===== src/rtl/sprite_line_streamer.sv =====
// Three-sprite line streamer: fetches one pattern row per sprite for the next line, then
// composites A/B/C with fixed priority. Optional sticky collision detection under SPRITE_COLLISION_EN.
module sprite_line_streamer #(
  parameter int SPR_SIZE = 12
) (
  input  logic                clk,
  input  logic                rst_n,
  input  logic                line_start,
  input  logic [7:0]          vpos,
  input  logic                active,
  input  logic [7:0]          hpos,
  input  logic [23:0]         sp_x,
  input  logic [23:0]         sp_y,
  output logic                rd_req,
  output logic [1:0]          rd_sprite,
  output logic [3:0]          rd_row,
  input  logic                rd_ack,
  input  logic [SPR_SIZE-1:0] rd_data,
  output logic                pix_valid,
  output logic [1:0]          pix_id,
  output logic                fetch_busy,
  output logic                late_flag,
`ifdef SPRITE_COLLISION_EN
  output logic                collision,
  output logic                coll_irq,
`endif
  input  logic                clr_flags
);

  typedef enum logic [2:0] {
    IDLE  = 3'd0,
    CHECK = 3'd1,
    REQ   = 3'd2,
    NEXT  = 3'd3,
    DONE  = 3'd4
  } state_t;

  state_t              state_r;
  logic [1:0]          n_r;
  logic [7:0]          vpos_r;
  logic [SPR_SIZE-1:0] row_buf_r  [3];
  logic [SPR_SIZE-1:0] disp_buf_r [3];
  logic                blank_r;

  logic [7:0] dy_s;
  logic       hit_s;
  logic       abort_s;
  logic [2:0] opq_s;
  logic       blank_s;
  logic       late_set_s;

  function automatic logic [7:0] coord_sel(input logic [23:0] v, input logic [1:0] idx);
    case (idx)
      2'd0:    coord_sel = v[7:0];
      2'd1:    coord_sel = v[15:8];
      2'd2:    coord_sel = v[23:16];
      default: coord_sel = 8'd0;
    endcase
  endfunction

  // dx is already mod-256, so a sprite straddling x=255 wraps naturally.
  function automatic logic opaque(input logic [SPR_SIZE-1:0] row, input logic [7:0] dx);
    logic [15:0] ext;
    logic [3:0]  idx;
    ext    = 16'(row);
    idx    = 4'(SPR_SIZE - 1) - dx[3:0];
    opaque = (dx < 8'(SPR_SIZE)) && ext[idx];
  endfunction

  // Row selection for the sprite under test and per-pixel opacity.
  always_comb begin
    dy_s       = vpos_r - coord_sel(sp_y, n_r);
    hit_s      = (dy_s < 8'(SPR_SIZE));
    abort_s    = line_start && (state_r != IDLE);
    opq_s[0]   = opaque(disp_buf_r[0], hpos - sp_x[7:0]);
    opq_s[1]   = opaque(disp_buf_r[1], hpos - sp_x[15:8]);
    opq_s[2]   = opaque(disp_buf_r[2], hpos - sp_x[23:16]);
    blank_s    = blank_r || fetch_busy;
    late_set_s = abort_s || (active && fetch_busy);
  end

  // Fetch sequencer; a line_start in any state restarts from sprite A.
  always_ff @(posedge clk or negedge rst_n) begin
    if (!rst_n) begin
      state_r    <= IDLE;
      n_r        <= 2'd0;
      vpos_r     <= 8'd0;
      rd_req     <= 1'b0;
      rd_sprite  <= 2'd0;
      rd_row     <= 4'd0;
      fetch_busy <= 1'b0;
      for (int i = 0; i < 3; i++) begin
        row_buf_r[i]  <= '0;
        disp_buf_r[i] <= '0;
      end
    end else if (line_start) begin
      state_r    <= CHECK;
      n_r        <= 2'd0;
      vpos_r     <= vpos;
      rd_req     <= 1'b0;
      fetch_busy <= 1'b1;
    end else begin
      case (state_r)
        IDLE: begin
          fetch_busy <= 1'b0;
        end
        CHECK: begin
          if (hit_s) begin
            state_r   <= REQ;
            rd_req    <= 1'b1;
            rd_sprite <= n_r;
            rd_row    <= dy_s[3:0];
          end else begin
            row_buf_r[n_r] <= '0;
            state_r        <= NEXT;
          end
        end
        REQ: begin
          if (rd_ack) begin
            row_buf_r[n_r] <= rd_data;
            rd_req         <= 1'b0;
            state_r        <= NEXT;
          end else begin
            state_r <= REQ;
          end
        end
        NEXT: begin
          if (n_r == 2'd2) begin
            state_r <= DONE;
          end else begin
            n_r     <= n_r + 2'd1;
            state_r <= CHECK;
          end
        end
        DONE: begin
          for (int i = 0; i < 3; i++) begin
            disp_buf_r[i] <= row_buf_r[i];
          end
          state_r    <= IDLE;
          fetch_busy <= 1'b0;
        end
        default: begin
          state_r    <= IDLE;
          rd_req     <= 1'b0;
          fetch_busy <= 1'b0;
        end
      endcase
    end
  end

  // Pixel output; a late fetch blanks the remainder of the current active window.
  always_ff @(posedge clk or negedge rst_n) begin
    if (!rst_n) begin
      pix_valid <= 1'b0;
      pix_id    <= 2'd0;
      blank_r   <= 1'b0;
    end else if (!active) begin
      pix_valid <= 1'b0;
      pix_id    <= 2'd0;
      blank_r   <= 1'b0;
    end else begin
      blank_r <= blank_s;
      if (blank_s) begin
        pix_valid <= 1'b0;
        pix_id    <= 2'd0;
      end else if (opq_s[0]) begin
        pix_valid <= 1'b1;
        pix_id    <= 2'd0;
      end else if (opq_s[1]) begin
        pix_valid <= 1'b1;
        pix_id    <= 2'd1;
      end else if (opq_s[2]) begin
        pix_valid <= 1'b1;
        pix_id    <= 2'd2;
      end else begin
        pix_valid <= 1'b0;
        pix_id    <= 2'd0;
      end
    end
  end

  // Sticky late flag; a new set beats a simultaneous clear.
  always_ff @(posedge clk or negedge rst_n) begin
    if (!rst_n) begin
      late_flag <= 1'b0;
    end else if (late_set_s) begin
      late_flag <= 1'b1;
    end else if (clr_flags) begin
      late_flag <= 1'b0;
    end else begin
      late_flag <= late_flag;
    end
  end

`ifdef SPRITE_COLLISION_EN
  logic coll_set_s;

  // Two or more opaque sprites on one visible pixel.
  always_comb begin
    coll_set_s = active && ((opq_s[0] && opq_s[1]) || (opq_s[0] && opq_s[2]) ||
                            (opq_s[1] && opq_s[2]));
  end

  // Sticky collision flag, same set-over-clear rule as late_flag.
  always_ff @(posedge clk or negedge rst_n) begin
    if (!rst_n) begin
      collision <= 1'b0;
    end else if (coll_set_s) begin
      collision <= 1'b1;
    end else if (clr_flags) begin
      collision <= 1'b0;
    end else begin
      collision <= collision;
    end
  end

  assign coll_irq = collision;
`endif

endmodule


===== config.mk =====
export PLATFORM = sky130hd
export DESIGN_NAME = sprite_line_streamer
export DESIGN_NICKNAME = d
export VERILOG_FILES = /design/src/rtl/sprite_line_streamer.sv
export SDC_FILE = /design/constraint.sdc
export NUM_CORES = 1
export LEC_CHECK = 0
export BUFFER_PORTS_ARGS = -buffer_cell sky130_fd_sc_hd__buf_2
export CORE_MARGIN = 2
export CORE_UTILIZATION = 50
export CTS_BUF_LIST = sky130_fd_sc_hd__clkbuf_8 sky130_fd_sc_hd__clkbuf_16
export CTS_CLUSTER_SIZE = 8
export DETAILED_ROUTE_END_ITERATION = 10
export GPL_TIMING_DRIVEN = 0
export PLACE_DENSITY = 0.72
export SETUP_SLACK_MARGIN = 0.1
export SLEW_MARGIN = 40
export SYNTH_ARGS = -nofsm -noshare
export SYNTH_HDL_FRONTEND = slang
export SYNTH_SLANG_ARGS = --single-unit
export TNS_END_PERCENT = 5

===== constraint.sdc =====
create_clock -name clk -period 5.8 [get_ports clk]
set_clock_uncertainty 0.2 [all_clocks]
set_input_delay 0.29 -clock clk [delete_from_list [all_inputs] [get_ports clk]]
set_output_delay 0.29 -clock clk [all_outputs]
set_load 0.03 [all_outputs]

# [Yosys cells after proc, flatten, opt, wreduce, memory -nomap -nowiden]
# Index checks and enable logic that the tools add are counted.
[totals] reg_bits=98 input_bits=82 out_inout_bits=12 wordCells=113
[classes] addsub=8 order_cmp=9 n_eq_ne=14 mux=40 n_bitwise=4 reduce_logical=21
[ops] op="2-to-1 mux 36 bit" count=2
[ops] op="one-hot mux 36 bit (2 select lines)" count=1
[ops] op="AND 36 bit" count=1
[ops] op="bitwise mux 36 bit" count=1
[ops] op="inverter 36 bit" count=1
[ops] op="less-than comparator 8 x 4 -> 1 bit (second input constant)" count=4
[ops] op="subtractor 8 bit" count=4
[ops] op="demux 12 bit (select 2 bit)" count=1
[ops] op="one-hot mux 8 bit (3 select lines)" count=1
[ops] op="2-to-1 mux 1 bit" count=18
[ops] op="2-to-1 mux 2 bit" count=8
[ops] op="less-than comparator 4 x 5 -> 1 bit (second input constant)" count=3
[ops] op="binary-select mux 1 bit (select 4 bit)" count=3
[ops] op="2-to-1 mux 12 bit" count=1
[ops] op="one-hot mux 3 bit (4 select lines)" count=1
[ops] op="subtractor 4 bit (first input constant)" count=3
[ops] op="inequality test 2 bit (second input constant)" count=4
[ops] op="equality test 3 x 2 -> 1 bit (second input constant)" count=2
[ops] op="logical AND 1 bit" count=6
[ops] op="2-to-1 mux 3 bit" count=2
[ops] op="inequality test 3 bit (second input constant)" count=2
[ops] op="AND reduction 3 bit" count=2
[ops] op="nonzero test 2 bit" count=3
[ops] op="OR reduction 3 bit" count=2
[ops] op="other kinds (17)" count=20

# [Longest topological paths before layout]
[logic_depth] ltp_word=10 depth_mapped=16 mapped_depth_nobuf=14

# [Worst setup path after synthesis]
# OpenSTA, ideal clock, no wires.
[synth_timing] path_type="flip-flop to flip-flop" start="reg n_r[0]" end="reg row_buf_r[10] in the netlist's numbering" setup_time_ps=125 arrival_time_ps=3564 required_time_ps=5475 slack_ps=1910 stages_incl_launch_ff=15 n_path_buf=2 synth_period_minus_slack_ps=3890 path_cell_list="dfrtp_1 inv_1 ha_1 clkbuf_1 a222oi_1 or2_2 fa_1 a21oi_1 mux2_2 o21a_1 nor3_1 nand4_4 nand3_2 buf_8 mux2_4"
[synth_via] elab_chain_cells=9 word_cells_on_any_way=20 cone_classes="1 x add/sub; 3 x order compare; 3 x eq/ne; 7 x mux; 3 x bitwise; 3 x reduce/logical"
[synth_lines] element="start: declaration" line_no="39" rtl="logic [1:0] n_r;"
[synth_lines] element="start signal: assignment" line_no="131" rtl="n_r <= n_r + 2'd1;"
[synth_lines] element="parallel branches: the longest is 9 deep, another holds subtractor 8 bit"
[synth_lines] element="end signal: indexed assignment" line_no="120" rtl="row_buf_r[n_r] <= rd_data;"
[synth_lines] element="end: declaration" line_no="41" rtl="logic [SPR_SIZE-1:0] row_buf_r [3];"
# Parallel ways; which one is timed is not known. The select of a mux whose other input is x is not followed.
# A chain may end at the register's enable or synchronous reset.

# [Final worst setup path]
[layout_timing] start="reg n_r[0]" end="reg row_buf_r[20] in the netlist's numbering"
# Same word-level chain as after synthesis.

==> flow_metrics.tcl <==
set metrics [dict create \
    p_int_uw 1530 \
    antenna_cells 0 \
    cts_tree "built" \
    finalSetupViolCount 0 \
    cp-end-kind "flip-flop" \
    grt_max_degree 64 \
    root_buffer "clkbuf_16" \
    grt_overflow 0 \
    area_delta_synth_final_pct 18.62 \
    clk_pin_slew_ps 70 \
    dieArea_sq_mm 0.01251 \
    maxClockFrequency_mhz 219.8 \
    placementRows 39 \
    crit_arrival_ps 4580 \
    ant_nets 0 \
    die_h_um 111.9 \
    grt_first_pass_wirelength_um 20930 \
    post-route-min-period_ps 4551 \
    swShare_pct 36.54 \
    grt_setup_unrepaired "no" \
    relSlewSlack_pct 51.88 \
    p_total_uw 2412 \
    drive_gt1_share_pct 38.41 \
    cp-start-kind "flip-flop" \
    drt_iter0_markers 320 \
    synth_seq_area_share_pct 42.15 \
    peakVddDrop_mv 0.2166 \
    synth-edff-count 0 \
    die_w_um 111.9 \
    placed_cells 721 \
    htreeDepth 3 \
    syn_area_per_cell_sq_um 12.00 \
    clock_latency_ps 350 \
    start_util_pct 51.17 \
    status "finished clean" \
    async_flop_share_pct 100.0 \
    viasPerCell 5.529 \
    ys_ff_latch 98 \
    dr.pass1.iters 5 \
    finalHoldViolations 0 \
    post_cts.repair.setup_buffers 0 \
    track_usage_pct 20.86 \
    core_sq_mm 0.01137 \
    timing_worst_slew_pin_value_ps 720.0 \
    numCtsBuffers 9 \
    post-place-ws_ps 1349 \
    layout_setup_ws_ps 1249 \
    synthesis.nets 607 \
    hpwl_um 9322 \
    final_cells 747 \
    crit_type "flip-flop to flip-flop" \
    antenna_found_initial 0 \
    gp_congestion 0.8660 \
    io_buffers 92 \
    p_switching_uw 881.4 \
    num_vias 4130 \
    final_area_sq_mm 0.006902 \
    drc 0 \
    cp_max_fo 10 \
    reg2reg_slack_ps 1250 \
    seqPwrFrac_pct 34.6 \
    io_pins 94 \
    hold_path.class "input port to flip-flop" \
    syn-instance-count 485 \
    fin_tns_setup_ps 0 \
    cts.path.max_buffers 2 \
    netlist_area_sq_mm 0.005818 \
    finalCritPeriodShare_pct 78.46 \
    pwr-share-clk_pct 24.0 \
    drv_slew 0 \
    yosysUniqueCellTypes 56 \
    power_frac_comb_pct 41.4 \
    cp.required_ps 5830 \
    finalNetCount 721 \
    routed_wl_um 12330 \
    power-per-cell-area_mw_per_mm2 349.4 \
    grt_pass1_vias 4192 \
    wl_per_cell_um 16.51 \
    synth_top_flop_cell "dfrtp_1" \
    placed_area_sq_mm 0.006505 \
    maxCapViolations 0 \
    cts_sinks 98 \
    yosysWarnings 0 \
    leakagePower_uw 0.003505 \
]
[area by class of cell]
cell class,instances,area (sq um)
Buffer,15,98.84
Clock buffer,9,225.2
Clock inverter,7,71.32
Fill cell,912,4468
Inverter,37,138.9
Multi-Input combinational cell,335,3138
Sequential cell,98,2452
Tap cell,143,178.9
Timing Repair Buffer,103,598.1
[worst max-delay path: stages (launching register included)]
cell and delay, ps:
dfrtp_1 440, inv_1 120, ha_1 170, clkbuf_1 410, a222oi_1 200, nor2_1 160
ha_1 170, inv_1 50, fa_1 420, a21oi_1 250, mux2_2 360, o21a_1 180
nor3_1 360, nand4_4 240, nand3_2 200, buf_8 190, mux2_4 310
[cells in the final DEF (no fill, tap or decap), drive strengths merged, types with 7 or more instances in the layout]
cell type    synthesis  final
o21ai               16     16
ha                  36     36
buf                 10    103
mux4                 9      9
a21oi               17     17
clkbuf               5     14
nor2b                7      7
a222oi               8      8
dlygate4sd3          0     10
nor3                 9      9
nor2                25     25
nand2b               7      7
nand2               14     14
dfrtp               98     98
xnor2                9      9
mux2                86     86
and2                12     12
inv                 37     40
or2                  7      7
[through the flow]
stage / utilization (%) / hold WS, ps
after floorplan: - / -205.6
after global placement: 56.80 / 270.6
after detailed placement: 57.21 / -23.31
after CTS: 60.70 / 3.070
after global routing: 60.70 / 17.55
final: 60.70 / 15.28
[Yosys cell counts (7+ instances only)]
master	number	share of area, %
or2_2	7	0.75
nand2_1	13	0.84
nor3_1	9	0.77
o21ai_0	15	1.3
mux2_4	30	7.7
a21oi_1	17	1.5
mux4_2	9	3.5
inv_1	37	2.4
nor2b_1	7	0.75
nor2_1	24	1.5
xnor2_1	9	1.4
buf_2	7	0.60
mux2_2	56	11
a222oi_1	8	1.4
nand2b_1	7	0.75
dfrtp_1	98	42
and2_1	12	1.3
ha_1	36	7.7
[sequential cells by signal, indices dropped and copies added (netlist names)]
register and flops:
disp_buf_r 36, row_buf_r 36, vpos_r 8, rd_row 4
state_r 3, n_r 2, pix_id 2, rd_sprite 2
blank_r 1, fetch_busy 1, late_flag 1, pix_valid 1
rd_req 1
[power by group through the flow]
stage                     Sequential (uW)  Combinational, uW  Clock, uW
after global placement                841                950          0
after detailed placement              847                981          0
after global routing                  846               1100        620
final                                 834                999        579
after floorplan                       872                719          0
after CTS                             834               1000        591
[path summary, 6_finish.rpt]
check                                       from  depth (start not counted)                         to
min reg2reg                late_flag$_DFFE_PN0P_                          2      late_flag$_DFFE_PN0P_
max                           n_r[0]$_DFFE_PN0P_                         16  row_buf_r[20]$_DFFE_PN0P_
min in group asynchronous                  rst_n                          2  row_buf_r[31]$_DFFE_PN0P_
max in group asynchronous                  rst_n                          3        pix_id[1]$_DFF_PN0_
max reg2reg                   n_r[0]$_DFFE_PN0P_                         16  row_buf_r[20]$_DFFE_PN0P_
min                                    clr_flags                          3      late_flag$_DFFE_PN0P_
[timing repair]
item,CTS,global route
hold buffers,10,0
endpoints found under the hold margin,107,0
resized for setup,0,0
[cell families (layout without fill, tap and decap cells)]
| logic type | after synthesis | count (layout) | share of synthesized area (%) |
|---|---|---|---|
| mux | 101 | 101 | 23.10 |
| compound gates | 79 | 79 | 9.570 |
| xor+xnor | 15 | 15 | 2.258 |
| buf+inv | 52 | 171 | 4.086 |
| simple gates | 100 | 100 | 9.720 |
| fa+ha+maj | 40 | 40 | 9.118 |
| flops | 98 | 98 | 42.15 |
[routing by layer]
metal | vias up | global-route usage [%] | wire length, um
met5 | - | 0 | 0
li1 | 1987 | - | -
met1 | 2040 | 29.54 | 5817
met4 | 0 | 7.407 | 211
met2 | 89 | 32.97 | 5818
met3 | 14 | 3.157 | 482
(Power assumes the default switching activity.)
